<file path="src/rtl/mul4_acc_pkg.sv">
// Shared types and constants for the mul4_accumulator slice.
// The optional saturating mode is selected in the top file with MUL4_ACC_SAT_EN.
package mul4_acc_pkg;

  // Operand and product widths of the 4x4 unsigned multiplier
  localparam int OPND_W = 4;
  localparam int PROD_W = 8;

  // ACC gathers beats of a packet, HOLD presents the finished sum
  typedef enum logic {
    ACC  = 1'b0,
    HOLD = 1'b1
  } state_e;

endpackage

</file>
<file path="src/rtl/mul4_accumulator_mult.sv">
// Existing purely combinational 4x4 unsigned multiplier used as the
// product generator of mul4_accumulator.
module Multiple_4bit (
  input  logic [3:0] X,
  input  logic [3:0] Y,
  output logic [7:0] s
);

  // Zero-extend both operands so the full 8-bit product is kept
  assign s = {4'b0000, X} * {4'b0000, Y};

endmodule

</file>
<file path="src/rtl/mul4_accumulator.sv">
// Sequential multiply-accumulate stage: sums the products of a packet of
// 4-bit operand pairs and presents one sum per packet on a valid/ready
// output handshake.
// Optional macro MUL4_ACC_SAT_EN: when defined, the accumulator clamps to
// its maximum value on overflow instead of wrapping around.
module mul4_accumulator
  import mul4_acc_pkg::*;
#(
  parameter int ACC_W = 12,
  parameter int CNT_W = 5
) (
  input  logic              clk,
  input  logic              rst_n,
  input  logic              in_valid,
  output logic              in_ready,
  input  logic [OPND_W-1:0] in_x,
  input  logic [OPND_W-1:0] in_y,
  input  logic              in_last,
  output logic              out_valid,
  input  logic              out_ready,
  output logic [ACC_W-1:0]  out_sum,
  output logic [CNT_W-1:0]  out_count,
  output logic              out_ovf
);

  localparam int SUM_W = ACC_W + 1;

  state_e             state_q, state_d;
  logic [ACC_W-1:0]   acc_q, acc_d;
  logic [CNT_W-1:0]   cnt_q, cnt_d;
  logic               ovf_q, ovf_d;
  logic               out_valid_q, out_valid_d;
  logic [ACC_W-1:0]   out_sum_q, out_sum_d;
  logic [CNT_W-1:0]   out_count_q, out_count_d;
  logic               out_ovf_q, out_ovf_d;

  logic [PROD_W-1:0]  prod;
  logic [SUM_W-1:0]   sum_n;
  logic               carry;
  logic [ACC_W-1:0]   acc_next;
  logic [CNT_W-1:0]   cnt_inc;

  Multiple_4bit u_mult (
    .X (in_x),
    .Y (in_y),
    .s (prod)
  );

  // The extra top bit of the sum captures the carry out of the accumulator
  assign sum_n   = {1'b0, acc_q} + SUM_W'(prod);
  assign carry   = sum_n[ACC_W];
  assign cnt_inc = cnt_q + CNT_W'(1);

`ifdef MUL4_ACC_SAT_EN
  // Once the packet has overflowed the accumulator stays pinned at its maximum
  assign acc_next = (carry || ovf_q) ? {ACC_W{1'b1}} : sum_n[ACC_W-1:0];
`else
  // Plain modulo arithmetic: the carry is dropped and only flagged
  assign acc_next = sum_n[ACC_W-1:0];
`endif

  assign in_ready  = (state_q == ACC);
  assign out_valid = out_valid_q;
  assign out_sum   = out_sum_q;
  assign out_count = out_count_q;
  assign out_ovf   = out_ovf_q;

  // Next-state logic: accumulate beats in ACC, wait for the consumer in HOLD
  always_comb begin
    state_d     = state_q;
    acc_d       = acc_q;
    cnt_d       = cnt_q;
    ovf_d       = ovf_q;
    out_valid_d = out_valid_q;
    out_sum_d   = out_sum_q;
    out_count_d = out_count_q;
    out_ovf_d   = out_ovf_q;
    case (state_q)
      ACC: begin
        if (in_valid) begin
          if (in_last) begin
            out_sum_d   = acc_next;
            out_count_d = cnt_inc;
            out_ovf_d   = ovf_q | carry;
            out_valid_d = 1'b1;
            acc_d       = '0;
            cnt_d       = '0;
            ovf_d       = 1'b0;
            state_d     = HOLD;
          end else begin
            acc_d = acc_next;
            cnt_d = cnt_inc;
            ovf_d = ovf_q | carry;
          end
        end
      end
      HOLD: begin
        if (out_ready) begin
          out_valid_d = 1'b0;
          state_d     = ACC;
        end
      end
      default: begin
        state_d = ACC;
      end
    endcase
  end

  // State and datapath registers with synchronous active-low reset
  always_ff @(posedge clk) begin
    if (!rst_n) begin
      state_q     <= ACC;
      acc_q       <= '0;
      cnt_q       <= '0;
      ovf_q       <= 1'b0;
      out_valid_q <= 1'b0;
      out_sum_q   <= '0;
      out_count_q <= '0;
      out_ovf_q   <= 1'b0;
    end else begin
      state_q     <= state_d;
      acc_q       <= acc_d;
      cnt_q       <= cnt_d;
      ovf_q       <= ovf_d;
      out_valid_q <= out_valid_d;
      out_sum_q   <= out_sum_d;
      out_count_q <= out_count_d;
      out_ovf_q   <= out_ovf_d;
    end
  end

endmodule

</file>
<file path="config.mk">
export PLATFORM = sky130hd
export DESIGN_NAME = mul4_accumulator
export DESIGN_NICKNAME = d
export VERILOG_FILES = /design/src/rtl/mul4_acc_pkg.sv /design/src/rtl/mul4_accumulator_mult.sv /design/src/rtl/mul4_accumulator.sv
export SDC_FILE = /design/constraint.sdc
export NUM_CORES = 1
export LEC_CHECK = 0
export ABC_CLOCK_PERIOD_IN_PS = 4620
export CORE_MARGIN = 2
export CORE_UTILIZATION = 28
export CTS_BUF_LIST = sky130_fd_sc_hd__clkbuf_4 sky130_fd_sc_hd__clkbuf_8
export DETAILED_ROUTE_END_ITERATION = 16
export HOLD_SLACK_MARGIN = 0.15
export PLACE_DENSITY_LB_ADDON = 0.08
export REMOVE_ABC_BUFFERS = 1
export SLEW_MARGIN = 20
export SYNTH_ARGS = -nofsm -noshare
export SYNTH_HDL_FRONTEND = slang
export SYNTH_SLANG_ARGS = --single-unit
</file>
<file path="constraint.sdc">
create_clock -name clk -period 4.62 [get_ports clk]
set_clock_uncertainty 0.15 [all_clocks]
set_input_delay 1.155 -clock clk [delete_from_list [all_inputs] [get_ports clk]]
set_output_delay 1.155 -clock clk [all_outputs]
set_load 0.02 [all_outputs]
</file>
==> results of run 1 <==
-- routing by layer --
layer	vias to the layer above	track usage (%)	share of wire, %
li1	949	-	-
met3	9	3.45	3.6
met1	894	17.4	52
met5	-	0	0
met2	25	19.6	43
met4	0	4.11	1.5
-- logic make-up after synthesis --
kind of cell	share of synthesized area, %
simple gates	18.2
fa+ha+maj	18.4
flops	33.5
xor+xnor	5.01
buf+inv	6.28
compound gates	18.6
-- cell usage after synthesis (6+ instances only) --
| master | count |
|---|---|
| and2_1 | 14 |
| nand3b_1 | 7 |
| a22o_1 | 9 |
| dfxtp_1 | 38 |
| nand2_1 | 27 |
| fa_1 | 9 |
| xnor2_1 | 7 |
| o21ai_0 | 6 |
| nand3_1 | 9 |
| o21ai_1 | 6 |
| nor2_1 | 7 |
| nor2b_1 | 6 |
| xor2_1 | 6 |
| inv_1 | 28 |
| ha_1 | 19 |
| clkbuf_1 | 9 |
-- final cells by class --
class / count / area (um2)
clock inverters: 1 / 5.00
clock buffers: 7 / 90.1
repair buffers: 48 / 443
fillers: 846 / 4890
inverters: 28 / 105
well taps: 102 / 128
multi-input cells: 175 / 1390
flip-flops and latches: 38 / 761
-- where the power goes --
group	internal (uW)	switching [uW]	total [uW]
Combinational	116	131	247
Clock	126	120	247
Sequential	343	8.47	351
Total	585	259	844
-- metrics by stage --
stage                     instance area, um2  hold slack (ns)  instances
after CTS                               2900            0.302        399
final                                   2920            0.298        399
after global placement                  2800            0.291        391
after floorplan                         2230            0.295        241
after global routing                    2920            0.325        399
after detailed placement                2800            0.291        391
-- worst register-to-register path, delay by kind of cell, from the launching register on --
kind                       cells  cell delay (ns)
adders and majority gates      2             1.00
AOI/OAI and AO/OA              3             0.59
DFF                            1             0.31
and+or+nand+nor                1             0.19
xor gates and xnor gates       1             0.16
buffers and inverters          1             0.06
-- state kept, by name (all words and copies together) (netlist names) --
signal	flops
out_count	5
cnt_q	5
ovf_q	1
out_sum	12
out_valid	1
state_q	1
acc_q	12
out_ovf	1
-- final timing paths --
check | start | to | slack, ns | depth (start not counted)
setup / recovery | in_x[2] | out_sum[8] | 0.16 | 12
hold reg to reg | out_sum[9] | out_sum[9] | 0.30 | 2
hold / removal | out_sum[9] | out_sum[9] | 0.30 | 2
setup reg to reg | acc_q[2] | out_sum[9] | 2.03 | 8
==> impl_metrics.ini, run 1 <==
[hold_path]
min_path_type = reg -> reg

[timing]
period_needed_ns = 4.46
worstMarginPinSlew_ns = 0.767
drv_slew = 0
relSlewSlack_pct = 48.7
setup_tns_ns = 0
fmax_mhz = 224
setup_slack_ns = 0.162
rsz0062_at_grt = false
setup_violations = 0
fin_crit_sh_pct = 96.5
hold_viol = 0

[synthesis]
synth.distinct_cells = 40
synthArstFlopShare_pct = 0
synth_edf_count = 0
synth_flop_cell = dfxtp_1
ys_top_cells_by_area = dfxtp_1 33%, ha_1 10%, fa_1 7.9%, inv_1 4.6%, nand2_1 4.5%
yosysTopAreaCell = dfxtp_1
synth_top_cell_area_share_pct = 33.5
synthCells = 251
syn-cell-area_um2 = 2270
syn_area_per_cell_um2 = 9.05
ys_ff_latch = 38
yosysWarnings = 0
yosysSeqAreaShare_pct = 33.5

[setup_path]
cp_max_fo = 3
cpMostUsedCell = fa_1
path_cells = clkdlybuf4s50_1 > nand2_1 > fa_1 > fa_1 > fa_1 > inv_1 > ha_4 > o211ai_1 > o21ai_2 > a221oi_2 > xor2_1 > o21ai_1
critPathKind = in -> reg
crit_path_start_kind = input port
max_stage_delay_ns = 0.57
required_ns = 4.64
path_buf_inv = 2
end_kind = flip-flop
crit_arrival_ns = 4.48
crit_family = adder cells
slowest_stage = fa_1

[global_routing]
grt_pass1_wl_mm = 8.72
grt_pass1_vias = 1738
grt_max_degree = 30
antenna_found_initial = 0
grt.overflow.total = 0
grtUsageTotal_pct = 12.8

[clock_network]
ctsResizeCount = 0
numClockSinks = 38
cts_setup_buffers = 0
clk_latency_ns = 0.29
cts_tree = built
clk_pin_slew_worst_paths_ns = 0.08
cts_buffers = 5
clock_path_buffers = 2
cts_root_buffer = clkbuf_8
cts-htree-levels = 2
cts_hold_buf = 0

[detailed_routing]
drc_errors = 0
firstDrtPassIters = 4
postRouteAntennaNets = 0
wl_mm = 5.43
drt_iter0_markers = 53
num_vias = 1877
wl_per_cell_um = 13.6
vias_per_cell = 4.70

[layout]
final_common_cell = dfxtp_1
nets = 337
drive_gt1_share_pct = 11.1
final_cell_mix = 38 x dfxtp_1, 31 x clkdlybuf4s50_1, 28 x inv_1
syn_to_final_growth_pct = 28.4
postLayoutCoreUtil_pct = 37.4
antenna_cells = 0

[status]
status = finished, final reports clean

[pwr]
ir_drop_v = 0.000118
power_uw = 844
powerDensity_nw_per_um2 = 289
cellLeakagePower_uw = 0.00118

[placed_design]
hpwl_mm = 3.88
gp_routability_congestion = 0.770
portBuffers = 32
dpl_worst_slack_ns = -0.232

[floorplan]
start_util_pct = 29.1
row_count = 32
pin_count = 33
coreArea_um2 = 7810
die_h_um = 94.1
fp.dieW_um = 94.1
die_area_um2 = 8850

[flow_run]
maxCapViolations = 0
Note: power is estimated with default switching activity, not from simulation.
==> run 2: changes to the inputs <==
==> constraint.sdc (replaced) <==
create_clock -name clk -period 4.62 [get_ports clk]
set_clock_uncertainty 0.15 [all_clocks]
set_input_delay 0.462 -clock clk [delete_from_list [all_inputs] [get_ports clk]]
set_output_delay 0.462 -clock clk [all_outputs]
set_load 0.02 [all_outputs]
==> run 2 against run 1 <==
Routed wire length is 2.7% lower. Setup slack improved by 0.56 ns. Combinational power down 15%. Highest routed layer unchanged.
==> impl_metrics.ini, run 2 (synthesized netlist as in run 1, its figures left out) <==
[status]
status = finished, final reports clean

[timing]
worstMarginPinSlew_ns = 0.740
rsz0062_at_grt = false
setup_violations = 0
setup_tns_ns = 0
period_needed_ns = 3.89
fin_crit_sh_pct = 84.3
setup_slack_ns = 0.725
relSlewSlack_pct = 50.6
fmax_mhz = 257
hold_viol = 0
drv_slew = 0

[detailed_routing]
vias_per_cell = 4.77
num_vias = 1830
drc_errors = 0
drt_iter0_markers = 54
wl_per_cell_um = 13.8
firstDrtPassIters = 4
wl_mm = 5.28
postRouteAntennaNets = 0

[layout]
num-fill-cells = 824
syn_to_final_growth_pct = 22.7
final_cell_mix = 38 x dfxtp_1, 32 x clkdlybuf4s50_1, 28 x inv_1
final_cells = 384
seqCellArea_um2 = 761
stdcell_area_um2 = 2790
final_common_cell = dfxtp_1
nets = 324
multi_input_area_um2 = 1370
antenna_cells = 0
drive_gt1_share_pct = 5.67

[placed_design]
gp_routability_congestion = 0.741
portBuffers = 32
placed_area_um2 = 2710
hpwl_mm = 3.79
dpl_worst_slack_ns = 0.397
dp.cells = 378

[pwr]
cellLeakagePower_uw = 0.00111
powerDensity_nw_per_um2 = 283
ir_drop_v = 0.000106
power_uw = 790

[global_routing]
grt_max_degree = 31
grt_pass1_vias = 1781
grt.overflow.total = 0
grtUsageTotal_pct = 13.0
antenna_found_initial = 0
grt_pass1_wl_mm = 8.93

[clock_network]
ctsResizeCount = 0
numClockSinks = 38
cts_hold_buf = 0
cts_root_buffer = clkbuf_8
clk_pin_slew_worst_paths_ns = 0.08
clock_path_buffers = 2
cts_tree = built
cts-htree-levels = 2
clk_latency_ns = 0.29
cts_buffers = 5
cts_setup_buffers = 0

[setup_path]
end_kind = flip-flop
required_ns = 4.63
path_cells = clkdlybuf4s50_1 > nand2_1 > fa_1 > fa_1 > fa_1 > inv_1 > ha_1 > o211ai_1 > o21ai_2 > a221oi_2 > xor2_1 > o21ai_1
max_stage_delay_ns = 0.52
cp_max_fo = 4
critPathKind = in -> reg
slowest_stage = clkdlybuf4s50_1
crit_arrival_ns = 3.90
crit_path_start_kind = input port
cpMostUsedCell = fa_1

[floorplan]
die_area_um2 = 8850
coreArea_um2 = 7810
fp.dieW_um = 94.1
die_h_um = 94.1
start_util_pct = 29.1
pin_count = 33
row_count = 32

[hold_path]
min_path_type = reg -> reg

[flow_run]
maxCapViolations = 0
==> run 2: cell types whose count changed in the layout (fill, tap and decap cells not counted), sizes merged <==
cell | previous run | this run
buf | 16 | 3
clkbuf | 7 | 6
clkdlybuf4s50 | 31 | 32
clkinv | 1 | 0
dlymetal6s2s | 1 | 0
==> run 2: worst paths after layout <==
check / start / end / slack [ns] / depth (start not counted)
hold / removal: out_sum[11] / out_sum[11] / 0.30 / 2
setup / recovery: in_x[0] / out_sum[8] / 0.73 / 12
hold reg to reg: out_sum[11] / out_sum[11] / 0.30 / 2
setup reg to reg: acc_q[2] / out_sum[11] / 2.02 / 8
==> run 2: power by group <==
group | internal, uW | switching (uW)
Sequential | 343 | 8.63
Clock | 115 | 114
Combinational | 88.4 | 121
Total | 546 | 244
==> run 2: routing by layer <==
metal  wire length, um  track usage [%]  vias to the layer above
li1                  -                -                      923
met1              2620             18.0                      874
met2              2430             20.4                       29
met3               193             2.89                        4
met4                40             3.26                        0
met5                 0                0                        -
==> run 2: layout make-up <==
class	instances	area share (%)
multi-input combinational	175	49.1
clock buffer	6	2.96
inverter	28	3.77
sequential	38	27.3
tap	102	4.58
timing repair buffer	35	12.3
==> run 2: through the flow <==
step	hold WS, ns	utilization [%]
floorplan	0.295	-
global placement	0.291	34.6
detailed placement	0.295	34.6
CTS	0.305	35.7
global route	0.325	35.7
finish	0.298	35.7
==> run 2: worst max-delay path: cells and delay by family <==
family / cells / cell delay (ns)
fa+ha+maj: 4 / 1.87
compound gates: 4 / 0.73
buf+inv: 2 / 0.56
xor+xnor: 1 / 0.18
simple gates: 1 / 0.10
==> run 3: changes to the inputs <==
ABC_CLOCK_PERIOD_IN_PS = 3800   (was 4620)
clock period = 3.8 ns   (was 4.62 ns; I/O delays follow)
==> run 3 against run 2 <==
Sequential power grew 22%. Critical path depth is the same. Count of clock-buffer cells in the layout is the same. Routed wire length grew 0.91%. Sequential share of layout area shrank 1.6 points. Critical path type unchanged. Critical endpoint is now out_ovf. Largest cell class unchanged.
==> impl_metrics.ini, run 3 (synthesized netlist as in run 1, its figures left out) <==
[global_routing]
grt_pass1_wl_mm = 8.80
grtUsageMet1_pct = 18.9
grt-busiest-layer = met1
grt_pass1_vias = 1732
grt_max_degree = 30
antenna_found_initial = 0
gr-usage-met2_pct = 18.9
grtUsageTotal_pct = 12.8
grt.overflow.total = 0
met3_usage_pct = 3.05

[setup_path]
path_buf_inv = 2
end_kind = flip-flop
max_stage_delay_ns = 0.53
path_cells = clkdlybuf4s50_1 > nand2_1 > fa_1 > fa_1 > fa_1 > inv_1 > ha_4 > o211ai_1 > o21ai_2 > a41o_2 > a31oi_2 > o21ai_1
cp_max_fo = 5
cpMostUsedCell = fa_1
crit_arrival_ns = 3.70
crit_path_start_kind = input port
critPathKind = in -> reg
crit_family = adder cells
slowest_stage = clkdlybuf4s50_1
required_ns = 3.82

[pwr]
powerDensity_nw_per_um2 = 350
ir_drop_v = 0.000141
cellLeakagePower_uw = 0.00119
power_uw = 1030

[placed_design]
dpl_worst_slack_ns = -0.253
gp_routability_congestion = 0.757
portBuffers = 32
dp.cells = 392
hpwl_mm = 3.96

[floorplan]
start_util_pct = 29.1
fp.dieW_um = 94.1
die_area_um2 = 8850
die_h_um = 94.1
coreArea_um2 = 7810
row_count = 32
pin_count = 33

[layout]
final_common_cell = dfxtp_1
drive_gt1_share_pct = 12.4
antenna_cells = 0
final_cells = 400
num-fill-cells = 829
nets = 338
multi_input_area_um2 = 1420
final_cell_mix = 38 x dfxtp_1, 31 x clkdlybuf4s50_1, 28 x inv_1
syn_to_final_growth_pct = 30.1
seqCellArea_um2 = 761

[timing]
period_needed_ns = 3.67
holdWs_ns = 0.305
fmax_mhz = 272
worstMarginPinSlew_ns = 0.831
setup_slack_ns = 0.126
hold_viol = 0
fin_crit_sh_pct = 96.7
relSlewSlack_pct = 44.5
setup_violations = 0
drv_slew = 0

[detailed_routing]
drc_errors = 0
firstDrtPassIters = 4
num_vias = 1863
postRouteAntennaNets = 0
drt_iter0_markers = 50
wl_mm = 5.33
wl_per_cell_um = 13.3
vias_per_cell = 4.66

[clock_network]
clock_path_buffers = 2
cts_root_buffer = clkbuf_8
cts_tree = built
cts-htree-levels = 2
cts_hold_buf = 0
cts_setup_buffers = 0
clk_latency_ns = 0.29
cts_buffers = 5
numClockSinks = 38
clk_pin_slew_worst_paths_ns = 0.08

[status]
status = finished, final reports clean

[hold_path]
min_path_type = reg -> reg

[flow_run]
maxCapViolations = 0
run 3: cell types whose count changed in the layout (fill, tap and decap cells not counted), sizes merged:
cell / delta
clkinv: +1
dlymetal6s2s: +1
clkdlybuf4s50: -1
clkinvlp: +1
buf: +14
run 3: where the power goes:
group,switching [uW],internal (uW)
Clock,153,146
Combinational,161,148
Sequential,10.2,416
run 3: worst paths after layout:
path,endpoint,slack [ns],start,cells past startpoint
worst min register to register,out_sum[11],0.30,out_sum[11],2
worst max register to register,out_sum[9],1.20,acc_q[2],8
worst min-delay path,out_sum[11],0.30,out_sum[11],2
worst max-delay path,out_ovf,0.13,in_y[1],12
run 3: through the flow:
step	utilization [%]	TNS, ns	cell area [um2]
2_1_floorplan	-	0	2230
3_3_place_gp	36.0	-2.79	2810
3_5_place_dp	36.0	-2.56	2810
4_1_cts	37.2	0	2910
5_1_grt	37.9	-0.0232	2960
6_report	37.9	0	2960
run 3: layout make-up:
type / count / share of cell area (%)
inverters: 28 / 3.55
clock inverters: 2 / 0.423
clock buffers: 6 / 2.79
well taps: 102 / 4.32
repair buffers: 49 / 15.2
flip-flops and latches: 38 / 25.7
multi-input cells: 175 / 47.9
run 3: what timing repair did:
| action | in CTS | in global routing |
|---|---|---|
| hold endpoints to repair | 0 | 0 |
| endpoints found under the setup margin | 0 | 10 |
| resized for setup | 0 | 7 |
run 3: per-layer routing:
layer	vias up	share of wire [%]
met1	880	52
met2	28	44
met4	0	0.69
li1	950	-
met3	5	3.2
met5	-	0
run 3: worst register-to-register path: cells and delay by family (launching register included):
family	cells	cell delay [ns]
buffers and inverters	1	0.06
flip-flops	1	0.31
XOR/XNOR	1	0.16
AO/OA/AOI/OAI	3	0.60
adder cells (fa/ha/maj)	2	1.00
AND/OR/NAND/NOR	1	0.20
